### src/rtl/overlay_panel_pkg.sv
// Shared types for the overlay_panel slice: VGA bus layout and a span-test helper.
// Bus packing, MSB first: hcount, hsync, hblnk, vcount, vsync, vblnk, rgb.
package overlay_panel_pkg;

    localparam int unsigned VGA_BUS_SIZE = 38;

    typedef struct packed {
        logic [10:0] hcount;
        logic        hsync;
        logic        hblnk;
        logic [10:0] vcount;
        logic        vsync;
        logic        vblnk;
        logic [11:0] rgb;
    } vga_bus_t;

    // Half-open interval test [lo, hi) on 12-bit coordinates, so sums never wrap.
    function automatic logic in_span(input logic [11:0] pos, input logic [11:0] lo,
                                     input logic [11:0] hi);
        return (pos >= lo) && (pos < hi);
    endfunction

endpackage

### src/rtl/overlay_panel_if.sv
// VGA bus bundle; the producer drives through master, the consumer reads through slave.
interface overlay_panel_if;
    import overlay_panel_pkg::*;

    vga_bus_t bus;

    modport master (output bus);
    modport slave  (input  bus);

endinterface

### src/rtl/overlay_panel_vsync_edge_tick.sv
// One-cycle frame tick on the rising edge of vsync; reusable by animated overlays.
module vsync_edge_tick (
    input  logic clk,
    input  logic rst,
    input  logic vsync_in,
    output logic tick
);

    logic vsync_d;

    always_ff @(posedge clk or posedge rst) begin
        if (rst) begin
            vsync_d <= 1'b0;
        end else begin
            vsync_d <= vsync_in;
        end
    end

    assign tick = vsync_in & ~vsync_d;

endmodule

### src/rtl/overlay_panel.sv
// Solid rectangle overlay with frame-synchronous slide-in and optional blinking.
// The VGA bus is registered once; only rgb is replaced inside the drawn rectangle.
module overlay_panel
    import overlay_panel_pkg::*;
#(
    parameter int unsigned XPOS         = 100,
    parameter int unsigned YPOS         = 100,
    parameter int unsigned WIDTH        = 50,
    parameter int unsigned HEIGHT       = 50,
    parameter logic [11:0] COLOR        = 12'h000,
    parameter int unsigned SLIDE_DIST   = 200,
    parameter int unsigned SLIDE_STEP   = 8,
    parameter int unsigned BLINK_FRAMES = 30
) (
    input  logic            clk,
    input  logic            rst,
    input  logic            module_en,
    overlay_panel_if.slave  vga_bus_in,
    overlay_panel_if.master vga_bus_out,
    output logic            anim_done
);

    typedef enum logic [1:0] {
        ST_IDLE  = 2'd0,
        ST_SLIDE = 2'd1,
        ST_SHOW  = 2'd2
    } state_t;

    localparam logic [11:0] X_LO       = 12'(XPOS);
    localparam logic [11:0] X_HI       = 12'(XPOS + WIDTH);
    localparam logic [11:0] Y_LO       = 12'(YPOS);
    localparam logic [11:0] Y_LEN      = 12'(HEIGHT);
    localparam logic [10:0] DIST       = 11'(SLIDE_DIST);
    localparam logic [10:0] STEP       = 11'(SLIDE_STEP);
    localparam logic [15:0] BLINK_LAST = (BLINK_FRAMES == 0) ? 16'd0 : 16'(BLINK_FRAMES - 1);

    state_t      state, state_nxt;
    logic [10:0] offset, offset_nxt;
    logic [15:0] blink_cnt, blink_cnt_nxt;
    logic        visible, visible_nxt;
    logic        tick;
    logic [11:0] y_top, y_bot;
    logic        draw;
    vga_bus_t    bus_nxt;

    vsync_edge_tick u_tick (
        .clk      (clk),
        .rst      (rst),
        .vsync_in (vga_bus_in.bus.vsync),
        .tick     (tick)
    );

    always_ff @(posedge clk or posedge rst) begin
        if (rst) begin
            state     <= ST_IDLE;
            offset    <= '0;
            blink_cnt <= '0;
            visible   <= 1'b1;
        end else begin
            state     <= state_nxt;
            offset    <= offset_nxt;
            blink_cnt <= blink_cnt_nxt;
            visible   <= visible_nxt;
        end
    end

    // Disable is checked before any state-specific tick handling so abort wins.
    always_comb begin
        state_nxt     = state;
        offset_nxt    = offset;
        blink_cnt_nxt = blink_cnt;
        visible_nxt   = visible;
        if (!module_en) begin
            state_nxt     = ST_IDLE;
            offset_nxt    = '0;
            blink_cnt_nxt = '0;
            visible_nxt   = 1'b1;
        end else begin
            case (state)
                ST_IDLE: begin
                    blink_cnt_nxt = '0;
                    visible_nxt   = 1'b1;
                    if (DIST == '0) begin
                        state_nxt  = ST_SHOW;
                        offset_nxt = '0;
                    end else begin
                        state_nxt  = ST_SLIDE;
                        offset_nxt = DIST;
                    end
                end
                ST_SLIDE: begin
                    if (tick) begin
                        if (offset <= STEP) begin
                            offset_nxt = '0;
                            state_nxt  = ST_SHOW;
                        end else begin
                            offset_nxt = offset - STEP;
                        end
                    end
                end
                ST_SHOW: begin
                    if (BLINK_FRAMES == 0) begin
                        visible_nxt = 1'b1;
                    end else if (tick) begin
                        if (blink_cnt == BLINK_LAST) begin
                            blink_cnt_nxt = '0;
                            visible_nxt   = ~visible;
                        end else begin
                            blink_cnt_nxt = blink_cnt + 16'd1;
                        end
                    end
                end
                default: begin
                    state_nxt = ST_IDLE;
                end
            endcase
        end
    end

    assign anim_done = (state == ST_SHOW);

    always_comb begin
        y_top = Y_LO + {1'b0, offset};
        y_bot = y_top + Y_LEN;
        draw  = (state != ST_IDLE) && visible
                && !vga_bus_in.bus.hblnk && !vga_bus_in.bus.vblnk
                && in_span({1'b0, vga_bus_in.bus.hcount}, X_LO, X_HI)
                && in_span({1'b0, vga_bus_in.bus.vcount}, y_top, y_bot);
        bus_nxt     = vga_bus_in.bus;
        bus_nxt.rgb = draw ? COLOR : vga_bus_in.bus.rgb;
    end

    always_ff @(posedge clk or posedge rst) begin
        if (rst) begin
            vga_bus_out.bus <= '0;
        end else begin
            vga_bus_out.bus <= bus_nxt;
        end
    end

endmodule
### src/flat_wrapper.sv
// flat-port wrapper written by rule: the top's interface ports become plain ports
module overlay_panel_flat import overlay_panel_pkg::*;
#(
    parameter int unsigned XPOS         = 100,
    parameter int unsigned YPOS         = 100,
    parameter int unsigned WIDTH        = 50,
    parameter int unsigned HEIGHT       = 50,
    parameter logic [11:0] COLOR        = 12'h000,
    parameter int unsigned SLIDE_DIST   = 200,
    parameter int unsigned SLIDE_STEP   = 8,
    parameter int unsigned BLINK_FRAMES = 30
)
  (clk, rst, module_en, anim_done, vga_bus_in_bus, vga_bus_out_bus);
  overlay_panel_if vga_bus_in_i ();
  overlay_panel_if vga_bus_out_i ();
  input  logic clk;
  input  logic rst;
  input  logic module_en;
  output logic anim_done;
  input wire logic [$bits(vga_bus_in_i.bus)-1:0] vga_bus_in_bus;
  output wire logic [$bits(vga_bus_out_i.bus)-1:0] vga_bus_out_bus;
  assign vga_bus_in_i.bus = vga_bus_in_bus;
  assign vga_bus_out_bus = vga_bus_out_i.bus;
  overlay_panel #(.XPOS(XPOS), .YPOS(YPOS), .WIDTH(WIDTH), .HEIGHT(HEIGHT), .COLOR(COLOR), .SLIDE_DIST(SLIDE_DIST), .SLIDE_STEP(SLIDE_STEP), .BLINK_FRAMES(BLINK_FRAMES)) u_core (.clk(clk), .rst(rst), .module_en(module_en), .vga_bus_in(vga_bus_in_i), .vga_bus_out(vga_bus_out_i), .anim_done(anim_done));
endmodule
### config.mk
export PLATFORM = sky130hd
export DESIGN_NAME = overlay_panel_flat
export DESIGN_NICKNAME = d
export VERILOG_FILES = /design/src/rtl/overlay_panel_pkg.sv /design/src/rtl/overlay_panel_if.sv /design/src/rtl/overlay_panel_vsync_edge_tick.sv /design/src/rtl/overlay_panel.sv /design/src/flat_wrapper.sv
export SDC_FILE = /design/constraint.sdc
export NUM_CORES = 1
export LEC_CHECK = 0
export ABC_AREA = 1
export BUFFER_PORTS_ARGS = -buffer_cell sky130_fd_sc_hd__buf_4
export CAP_MARGIN = 20
export CORE_MARGIN = 2
export CORE_UTILIZATION = 36
export CTS_BUF_LIST = sky130_fd_sc_hd__clkbuf_4 sky130_fd_sc_hd__clkbuf_8 sky130_fd_sc_hd__clkbuf_16
export DETAILED_ROUTE_END_ITERATION = 6
export PLACE_DENSITY = 0.57
export SLEW_MARGIN = 40
export SYNTH_ARGS = -nofsm -noshare
export SYNTH_HDL_FRONTEND = slang
export SYNTH_HIERARCHICAL = 1
export SYNTH_SLANG_ARGS = --single-unit
### constraint.sdc
create_clock -name clk -period 7.3 [get_ports clk]
set_clock_uncertainty 0.2 [all_clocks]
set_input_delay 0.73 -clock clk [delete_from_list [all_inputs] [get_ports clk]]
set_output_delay 0.73 -clock clk [all_outputs]
set_load 0.02 [all_outputs]
==> impl_metrics.env, run 1 <==
export IMPL_status="finished, final reports clean"
export IMPL_crit_type="register to register"
export IMPL_portBuffers=79
export IMPL_swShare_pct=37.18
export IMPL_worstMarginPinSlew_ns=0.7005
export IMPL_die_w_um=99.43
export IMPL_r2r_end="u_core/vga_bus_out.bus[11]"
export IMPL_setup_violations=0
export IMPL_synth_cell_types=34
export IMPL_fin_cells=571
export IMPL_grt_max_degree=40
export IMPL_crit_path_max_fanout=12
export IMPL_fp_row_count=34
export IMPL_yosys_top_cells_count="nand2_1 (66), dfrtp_1 (65), inv_1 (59), nor2_1 (42), ha_1 (20)"
export IMPL_slowest_stage="nor2_2"
export IMPL_netlist_area_um2=3278
export IMPL_p_switching_mw=0.4892
export IMPL_cts_tree="yes"
export IMPL_tns_ns=0
export IMPL_rr_worst_depth=15
export IMPL_synth_area_leaders="dfrtp_1 (50%), ha_1 (7.6%), nand2_1 (7.6%)"
export IMPL_wire_per_inst_um=12.28
export IMPL_vias=2628
export IMPL_holdBufCountCts=0
export IMPL_synthMostInstantiatedCell="nand2_1"
export IMPL_synth_top_cell_by_area="dfrtp_1"
export IMPL_cp_cell_sequence="nor2_4 -> nor2_4 -> a21oi_2 -> xnor2_1 -> ha_1 -> nand2_1 -> inv_1 -> a21oi_1 -> nand2_1 -> nand2_1 -> nand2_1 -> nand2_1 -> a21oi_2 -> nor2_2 -> nor2_1"
export IMPL_grt_pass1_vias=2675
export IMPL_dp_hpwl_um=5344
export IMPL_peakVddDrop_v=0.0001331
export IMPL_reg2reg_slack_ns=4.43
export IMPL_drv_slew=0
export IMPL_synthAdderAreaFrac_pct=7.634
export IMPL_die_area_um2=9885
export IMPL_ys_seq_area_share_pct=50.42
export IMPL_core_um2=8763
export IMPL_cts_sinks=66
export IMPL_start_util_pct=37.41
export IMPL_area_growth_pct=29.35
export IMPL_cellInternalPower_mw=0.8266
export IMPL_fill_cells=862
export IMPL_first_pass_iters=4
export IMPL_grt_pass1_wl_um=12210
export IMPL_post_cts_repair_setup_buffers=0
export IMPL_nNetsFinal=519
export IMPL_critPathRequiredTime_ns=7.30
export IMPL_hold_viol_final=0
export IMPL_clock_latency_ns=0.34
export IMPL_ys_seq_elements=66
export IMPL_drive_gt1_share_pct=27.43
export IMPL_drc=0
export IMPL_timing_critical_path_mode_cell="nand2_1"
export IMPL_rsz0062_at_grt="false"
export IMPL_synthMuxAreaShare_pct=0
export IMPL_antenna_found_initial=0
export IMPL_gp_congestion=0.7747
export IMPL_viasPerCell=4.602
export IMPL_place_area_um2=3991
export IMPL_arrival_ns=2.87
export IMPL_cts_made_buffers=9
export IMPL_dp_slack_ns=4.398
export IMPL_n_antenna_cell=0
export IMPL_synth_top_cell_area_share_pct=49.62
export IMPL_comb_power_share_pct=38.0
export IMPL_cp_start_kind="register"
export IMPL_synth_top_family_by_area="simple AND/OR/NAND/NOR gates"
export IMPL_yosysWarnings=6
export IMPL_min_period_over_period_pct=39.32
export IMPL_cts_resized_gates=0
export IMPL_relSlewSlack_pct=53.25
export IMPL_final_util_pct=48.39
export IMPL_clk_pin_slew_worst_paths_ns=0.08
export IMPL_synth_edf_count=0
export IMPL_design_area_um2=4240
export IMPL_fp_dieH_um=99.43
export IMPL_holdWs_ns=0.03280
export IMPL_reg2reg_from="u_core/offset[5]"
export IMPL_pwr_share_seq_pct=33.0
export IMPL_syn_nets=432
export IMPL_htreeDepth=3
export IMPL_clockBufferDepth=2
export IMPL_p_per_area_nw_per_um2=310.3
export IMPL_cap_violations=0
export IMPL_synth_area_per_cell_um2=8.836
export IMPL_routed_wl_um=7014
export IMPL_yosys_area_share_simple_pct=22.52
export IMPL_gr_usage_all_layers_pct=15.36
export IMPL_async_reset_ff_share_pct=100.0
export IMPL_finalWorstSetupSlack_ns=4.429
export IMPL_holdCritPathClass="input port to async pin"
export IMPL_ios=80
export IMPL_drtIter0Drc=93
export IMPL_cts_root_buf="clkbuf_8"
export IMPL_min_period_ns=2.871
export IMPL_synthFlopType="dfrtp_1"
export IMPL_gr_total_overflow=0
export IMPL_path_delay_family="simple AND/OR/NAND/NOR gates"
export IMPL_synth_xor_area_share_pct=4.008
export IMPL_clkPwrFrac_pct=29.0
export IMPL_syn_instance_count=371
export IMPL_worst_path_buf_inv=1
export IMPL_setup_worst_path_end_class="register"
export IMPL_finalPower_mw=1.316
export IMPL_critPathMaxStageDelay_ns=0.55
export IMPL_dp_cells=555
export IMPL_power_leakage_nw=2.134
export IMPL_postRouteAntennaNets=0
export IMPL_timing_fmax_ghz=0.3483
export IMPL_synth_compound_area_share_pct=7.634
[worst max-delay path by stage]
| stage | startpoint | cells past startpoint | slack (ns) | end |
|---|---|---|---|---|
| after floorplan | rst | 1 | 4.75 | u_core/blink_cnt[0] |
| after global placement | u_core/offset[5] | 15 | 4.48 | u_core/vga_bus_out.bus[11] |
| after detailed placement | u_core/offset[5] | 15 | 4.40 | u_core/vga_bus_out.bus[11] |
| after CTS | u_core/offset[5] | 15 | 4.38 | u_core/vga_bus_out.bus[11] |
| after global routing | u_core/offset[5] | 15 | 4.08 | u_core/vga_bus_out.bus[11] |
| final | u_core/offset[5] | 15 | 4.43 | u_core/vga_bus_out.bus[11] |
[power by group through the flow]
stage	sequential, mW	combinational [mW]	clock, mW
6_report	0.435	0.500	0.381
5_1_grt	0.441	0.590	0.410
4_1_cts	0.435	0.506	0.394
3_5_place_dp	0.442	0.501	0
3_3_place_gp	0.441	0.493	0
2_1_floorplan	0.450	0.370	0
[cell type report]
type / instances / area (um^2) / area share (%)
Sequential cell: 66 / 1653 / 38.98
Multi-Input combinational cell: 239 / 1370 / 32.31
Timing Repair Buffer: 80 / 600.6 / 14.16
Inverter: 62 / 232.7 / 5.488
Tap cell: 108 / 135.1 / 3.187
Clock inverter: 7 / 125.1 / 2.951
Clock buffer: 9 / 123.9 / 2.921
[kinds of logic after synthesis]
kind of cell / after synthesis
flip-flops: 66
AND/OR/NAND/NOR: 161
adder cells (fa/ha/maj): 20
AO/OA/AOI/OAI: 43
buffers and inverters: 66
XOR/XNOR: 15
[state kept, by name, summed over array words and instances, names as in the netlist]
name / flops
u_core/state: 2
u_core/blink_cnt: 16
u_core/visible: 1
u_core/offset: 8
u_core/vga_bus_out.bus: 38
u_core/u_tick/vsync_d: 1
[per-layer routing]
| metal | GRT usage, % | share of wire (%) | vias to the layer above |
|---|---|---|---|
| met1 | 20.58 | 48 | 1188 |
| met5 | 0 | 0 | - |
| met2 | 24.48 | 44 | 84 |
| li1 | - | - | 1348 |
| met4 | 5.058 | 1.2 | 0 |
| met3 | 3.865 | 6.5 | 8 |
[cell usage in the layout (no fill, tap or decap), drive strengths merged]
cell,synthesis,routed
clkbuf,3,9
a21oi,15,15
xnor2,3,3
xor2,12,12
o211ai,2,2
a21o,1,1
clkinv,0,2
o21bai,1,1
dfrtp,65,65
nand2,68,68
ha,20,20
a31oi,3,3
nand3,16,16
nor3,8,8
dfstp,1,1
or2,3,3
nand4,4,4
o211a,1,1
o21ai,16,16
nor2,60,60
bufinv,0,3
o22ai,4,4
buf,1,80
nand3b,1,1
inv,62,64
nor4,1,1
Power figures use the tool's default switching activity.
==> run 2: changes to the inputs <==
- ABC_AREA: 1 -> 0
- PLACE_DENSITY: 0.57 -> 0.59
- clock period: 7.3 -> 2.6 ns (I/O delays scaled with it)
==> run 2 against run 1 <==
  * Final cell count decreased by 3.7%
  * Flip-flop and latch count is the same
  * Via count is 1.1% higher
  * Die area down 2.5%
  * Critical path type unchanged
  * Largest power group is now registers
==> impl_metrics.env, run 2 <==
export IMPL_status="finished, final reports clean"
export IMPL_portBuffers=79
export IMPL_drv_slew=0
export IMPL_critPathRequiredTime_ns=2.63
export IMPL_reg_largest_list="u_core/vga_bus_out.bus: 38 flops, u_core/blink_cnt: 16 flops, u_core/offset: 8 flops"
export IMPL_gr_total_overflow=0
export IMPL_r2r_end="u_core/vga_bus_out.bus[9]"
export IMPL_area_growth_pct=48.37
export IMPL_worstMarginPinSlew_ns=0.6283
export IMPL_clock_latency_ns=0.34
export IMPL_wire_per_inst_um=13.94
export IMPL_peakVddDrop_v=0.0002440
export IMPL_relSlewSlack_pct=58.03
export IMPL_cts_root_buf="clkbuf_8"
export IMPL_cts_sinks=66
export IMPL_n_antenna_cell=0
export IMPL_antenna_found_initial=0
export IMPL_routed_wl_um=7666
export IMPL_synthMostInstantiatedCell="dfrtp_1"
export IMPL_ys_seq_area_share_pct=51.74
export IMPL_grt_max_degree=66
export IMPL_largest_reg_flops=38
export IMPL_synth_area_leaders="dfrtp_1 (51%), ha_1 (7.8%), nor2b_1 (4.1%)"
export IMPL_gr_usage_all_layers_pct=16.42
export IMPL_grt_pass1_wl_um=12730
export IMPL_arrival_ns=2.62
export IMPL_min_period_ns=2.595
export IMPL_cts_tree="yes"
export IMPL_die_area_um2=9642
export IMPL_synth_top_cell_area_share_pct=50.92
export IMPL_vias=2657
export IMPL_drtIter0Drc=56
export IMPL_htreeDepth=3
export IMPL_grt_pass1_vias=2656
export IMPL_drc=0
export IMPL_dp_cells=485
export IMPL_fill_cells=770
export IMPL_fp_dieH_um=98.20
export IMPL_reg2reg_from="u_core/offset[5]"
export IMPL_finalPower_mw=2.802
export IMPL_die_w_um=98.20
export IMPL_drive_gt1_share_pct=33.48
export IMPL_timing_fmax_ghz=0.3854
export IMPL_synth_area_per_cell_um2=11.01
export IMPL_clk_pin_slew_worst_paths_ns=0.08
export IMPL_final_common_cell="buf_4"
export IMPL_cp_start_kind="register"
export IMPL_yosysWarnings=6
export IMPL_clockBufferDepth=2
export IMPL_min_period_over_period_pct=99.81
export IMPL_netlist_area_um2=3194
export IMPL_rsz0062_at_grt="true"
export IMPL_regMostFlops="u_core/vga_bus_out.bus"
export IMPL_cap_violations=0
export IMPL_crit_path_max_fanout=7
export IMPL_power_leakage_nw=2.115
export IMPL_ys_seq_elements=66
export IMPL_viasPerCell=4.831
export IMPL_first_pass_iters=4
export IMPL_synthFlopType="dfrtp_1"
export IMPL_final_cell_mix="buf_4 (104), dfrtp_1 (63), dlygate4sd3_1 (40), nor2_1 (27), nor2b_1 (20)"
export IMPL_synth_edf_count=0
export IMPL_async_reset_ff_share_pct=100.0
export IMPL_holdCritPathClass="input port to async pin"
export IMPL_synth_top_cell_by_area="dfrtp_1"
export IMPL_fin_cells=550
export IMPL_synth_cell_types=51
export IMPL_nNetsFinal=498
export IMPL_p_per_area_nw_per_um2=591.3
export IMPL_gp_congestion=0.8383
export IMPL_rr_worst_depth=10
export IMPL_yosys_top_cells_count="dfrtp_1 (65), nor2_1 (27), nor2b_1 (21), ha_1 (20), o21ai_0 (16)"
export IMPL_setup_violations=0
export IMPL_syn_instance_count=290
export IMPL_syn_nets=351
export IMPL_ios=80
export IMPL_cts_made_buffers=9
export IMPL_dp_slack_ns=-0.09793
export IMPL_postRouteAntennaNets=0
export IMPL_core_um2=8678
export IMPL_start_util_pct=36.81
export IMPL_finalWorstSetupSlack_ns=0.004976
export IMPL_reg2reg_slack_ns=0.005
export IMPL_hold_viol_final=0
export IMPL_crit_type="register to register"
export IMPL_fp_row_count=34
export IMPL_setup_worst_path_end_class="register"
export IMPL_dp_hpwl_um=5092
## run 2: worst max-delay path, stage by stage (launching register included)
cell       delay, ns
dfrtp_2         0.46
o21ai_4         0.28
buf_6           0.14
nor2_1          0.04
xnor2_1         0.12
ha_1            0.31
o21ai_0         0.13
o2bb2ai_2       0.16
a2111oi_4       0.30
o221a_4         0.30
nor2b_1         0.06
## run 2: per-layer routing
metal	part of all wire (%)	track usage [%]	vias up
li1	-	-	1315
met1	46	21.45	1267
met2	49	27.34	68
met3	3.7	2.935	7
met4	1.7	6.322	0
met5	0	0	-
## run 2: where the power goes
part           leakage (nW)  switching [mW]  total, mW  internal (mW)
clock                0.0884           0.446      0.808          0.362
combinational          1.21           0.417      0.846          0.429
sequential            0.818          0.0642       1.15           1.08
total                  2.11           0.927       2.80           1.88
## run 2: area by class of cell
cell class / count / area [um^2] / area share [%]
repair buffers: 146 / 1204 / 25.40
clock inverters: 7 / 61.31 / 1.294
well taps: 108 / 135.1 / 2.851
multi-input cells: 205 / 1526 / 32.21
flip-flops and latches: 66 / 1655 / 34.93
inverters: 9 / 33.78 / 0.7128
clock buffers: 9 / 123.9 / 2.614
## run 2: through the flow
step,TNS [ns],hold slack [ns],instance area (um^2),utilization [%]
after floorplan,0,-0.2113,3194,-
after global placement,-0.7790,-0.08412,3988,45.95
after detailed placement,-1.091,-0.07978,3988,45.95
after CTS,-0.01688,0.1004,4666,53.76
after global routing,-1.084,0.1116,4740,54.61
final,0,0.1158,4740,54.61
## run 2: worst max path at each step
stage | depth (start not counted) | start | to | slack (ns)
after floorplan | 13 | u_core/offset[5] | u_core/vga_bus_out.bus[10] | 0.005
after detailed placement | 10 | u_core/offset[5] | u_core/vga_bus_out.bus[11] | -0.1
final | 10 | u_core/offset[5] | u_core/vga_bus_out.bus[9] | 0.005
after global routing | 10 | u_core/offset[5] | u_core/vga_bus_out.bus[9] | -0.10
after CTS | 10 | u_core/offset[5] | u_core/vga_bus_out.bus[5] | -0.006
after global placement | 10 | u_core/offset[6] | u_core/vga_bus_out.bus[6] | -0.07
## run 2: repair_timing
action,4_1_cts,5_1_grt
cloned,1,0
endpoints found under the hold margin,55,0
setup endpoints to repair,12,12
hold buffers,40,0
buffers inserted,4,4
gates resized for setup,12,7
pin swaps,5,0
## run 2: logic make-up (layout without fill, tap and decap cells)
group,after synthesis,count (layout),share of synthesized area [%]
AO/OA/AOI/OAI,50,51,10.62
XOR/XNOR,22,22,6.032
adder cells (fa/ha/maj),20,20,7.834
buffers and inverters,20,171,3.486
flip-flops,66,66,51.74
multiplexers,1,1,0.3134
AND/OR/NAND/NOR,111,111,19.98
==> run 3: changes to the inputs <==
- ABC_AREA: 0 -> 1
- CELL_PAD_IN_SITES_DETAIL_PLACEMENT: not set -> 0
- CELL_PAD_IN_SITES_GLOBAL_PLACEMENT: not set -> 1
- PLACE_DENSITY: 0.59 -> 0.75
==> run 3 against run 2 <==
  * Fmax grew 4.4%
  * Sequential share of layout area grew 0.27 points
  * Die area grew 2.5%
  * Register-to-register slack gained 0.11 ns
  * Critical endpoint is now u_core/vga_bus_out.bus[11]
==> impl_metrics.env, run 3 (same netlist as run 1, synthesis figures left out) <==
export IMPL_status="finished, final reports clean"
export IMPL_drtIter0Drc=98
export IMPL_gr_total_overflow=0
export IMPL_final_cell_mix="buf_4 (80), nand2_1 (66), dfrtp_1 (64), inv_1 (57), nor2_1 (41)"
export IMPL_final_util_pct=53.63
export IMPL_cap_violations=0
export IMPL_cts_root_buf="clkbuf_8"
export IMPL_regMostFlops="u_core/vga_bus_out.bus"
export IMPL_grt_max_degree=35
export IMPL_fp_dieH_um=99.43
export IMPL_gp_congestion=0.7905
export IMPL_htreeDepth=3
export IMPL_pwr_share_seq_pct=32.1
export IMPL_min_period_over_period_pct=95.60
export IMPL_arrival_ns=2.52
export IMPL_clk_pin_slew_worst_paths_ns=0.08
export IMPL_holdCritPathClass="input port to async pin"
export IMPL_dp_cells=557
export IMPL_clockBufferDepth=2
export IMPL_cellInternalPower_mw=2.380
export IMPL_finalPower_mw=3.794
export IMPL_comb_power_share_pct=40.3
export IMPL_drv_slew=0
export IMPL_min_period_ns=2.486
export IMPL_fin_cells=613
export IMPL_die_w_um=99.43
export IMPL_area_growth_pct=43.36
export IMPL_portBuffers=79
export IMPL_clock_latency_ns=0.34
export IMPL_tns_ns=0
export IMPL_final_common_cell="buf_4"
export IMPL_relSlewSlack_pct=54.07
export IMPL_timing_fmax_ghz=0.4023
export IMPL_setup_violations=0
export IMPL_n_antenna_cell=0
export IMPL_grt_pass1_vias=2909
export IMPL_gr_usage_all_layers_pct=16.23
export IMPL_setup_worst_path_end_class="register"
export IMPL_vias=2766
export IMPL_swShare_pct=37.27
export IMPL_first_pass_iters=4
export IMPL_fp_row_count=34
export IMPL_crit_path_max_fanout=12
export IMPL_core_um2=8763
export IMPL_clkPwrFrac_pct=27.6
export IMPL_antenna_found_initial=0
export IMPL_worstMarginPinSlew_ns=0.6880
export IMPL_cts_sinks=66
export IMPL_ios=80
export IMPL_postRouteAntennaNets=0
export IMPL_cts_tree="yes"
export IMPL_grt_pass1_wl_um=12940
export IMPL_rsz0062_at_grt="true"
export IMPL_start_util_pct=37.41
export IMPL_reg_largest_list="u_core/vga_bus_out.bus: 38 flops, u_core/blink_cnt: 16 flops, u_core/offset: 8 flops"
export IMPL_nNetsFinal=561
export IMPL_p_per_area_nw_per_um2=807.4
export IMPL_dp_hpwl_um=5432
export IMPL_drive_gt1_share_pct=26.73
export IMPL_largest_reg_flops=38
export IMPL_crit_type="register to register"
export IMPL_cp_start_kind="register"
export IMPL_critPathRequiredTime_ns=2.64
export IMPL_cts_made_buffers=9
export IMPL_place_area_um2=4031
export IMPL_p_switching_mw=1.414
export IMPL_routed_wl_um=7479
export IMPL_hold_viol_final=0
export IMPL_die_area_um2=9885
export IMPL_viasPerCell=4.512
export IMPL_drc=0
export IMPL_design_area_um2=4700
export IMPL_power_leakage_nw=2.314
export IMPL_peakVddDrop_v=0.0003611
export IMPL_wire_per_inst_um=12.20
run 3: critical path, cell delays in order, from the launching register on:
cell and delay [ns]:
dfrtp_2 0.44, nor2_4 0.18, nor2_4 0.06, a21oi_4 0.18, xnor2_2 0.13, ha_1 0.25, nand2_1 0.09, inv_1 0.04
a21oi_1 0.12, nand2_1 0.09, nand2_1 0.07, nand2_1 0.05, nand2_1 0.06, a21oi_2 0.05, nor2_2 0.14, buf_12 0.16
nor2_1 0.05
run 3: metrics by stage:
stage                     hold slack [ns]  setup WS [ns]
after floorplan                   -0.2113         0.2486
after detailed placement         -0.08226        0.09532
after global routing               0.1313       -0.08379
final                              0.1346         0.1145
after CTS                          0.1018        0.07877
after global placement           -0.08390         0.1517
run 3: what timing repair did:
| item | CTS | global route |
|---|---|---|
| hold buffers | 40 | 0 |
| gates resized for setup | 0 | 8 |
| hold endpoints to repair | 72 | 0 |
| buffers inserted | 0 | 0 |
| setup endpoints to repair | 0 | 12 |
run 3: path summary, 6_finish.rpt:
check                                 startpoint  slack, ns  cells past startpoint                    endpoint
worst max-delay path            u_core/offset[5]       0.11                     16  u_core/vga_bus_out.bus[11]
worst min-delay path                         rst       0.13                      3       u_core/u_tick/vsync_d
worst max register to register  u_core/offset[5]       0.11                     16  u_core/vga_bus_out.bus[11]
worst min register to register    u_core/visible       0.32                      2              u_core/visible
max in group asynchronous                    rst       1.11                      4              u_core/visible
min in group clk                  u_core/visible       0.32                      2              u_core/visible
run 3: cell type report:
class                           instances  area, um^2
Sequential cell                        66        1654
Timing Repair Buffer                  122        1041
Clock inverter                          7       117.6
Clock buffer                            9       123.9
Multi-Input combinational cell        239        1395
Fill cell                             804        4064
Inverter                               62       232.7
Tap cell                              108       135.1
run 3: metal layers:
| metal | track usage, % | part of all wire, % |
|---|---|---|
| met2 | 26.14 | 45 |
| met1 | 21.37 | 49 |
| met4 | 5.374 | 0.98 |
| met3 | 4.287 | 5.4 |
| met5 | 0 | 0 |
run 3: power groups by stage:
| stage | registers (mW) | clock network, mW | logic, mW |
|---|---|---|---|
| 6_report | 1.22 | 1.05 | 1.53 |
| 5_1_grt | 1.24 | 1.13 | 1.78 |
| 4_1_cts | 1.22 | 1.09 | 1.49 |
| 3_5_place_dp | 1.24 | 0 | 1.43 |
| 3_3_place_gp | 1.23 | 0 | 1.41 |
| 2_1_floorplan | 1.26 | 0 | 1.04 |
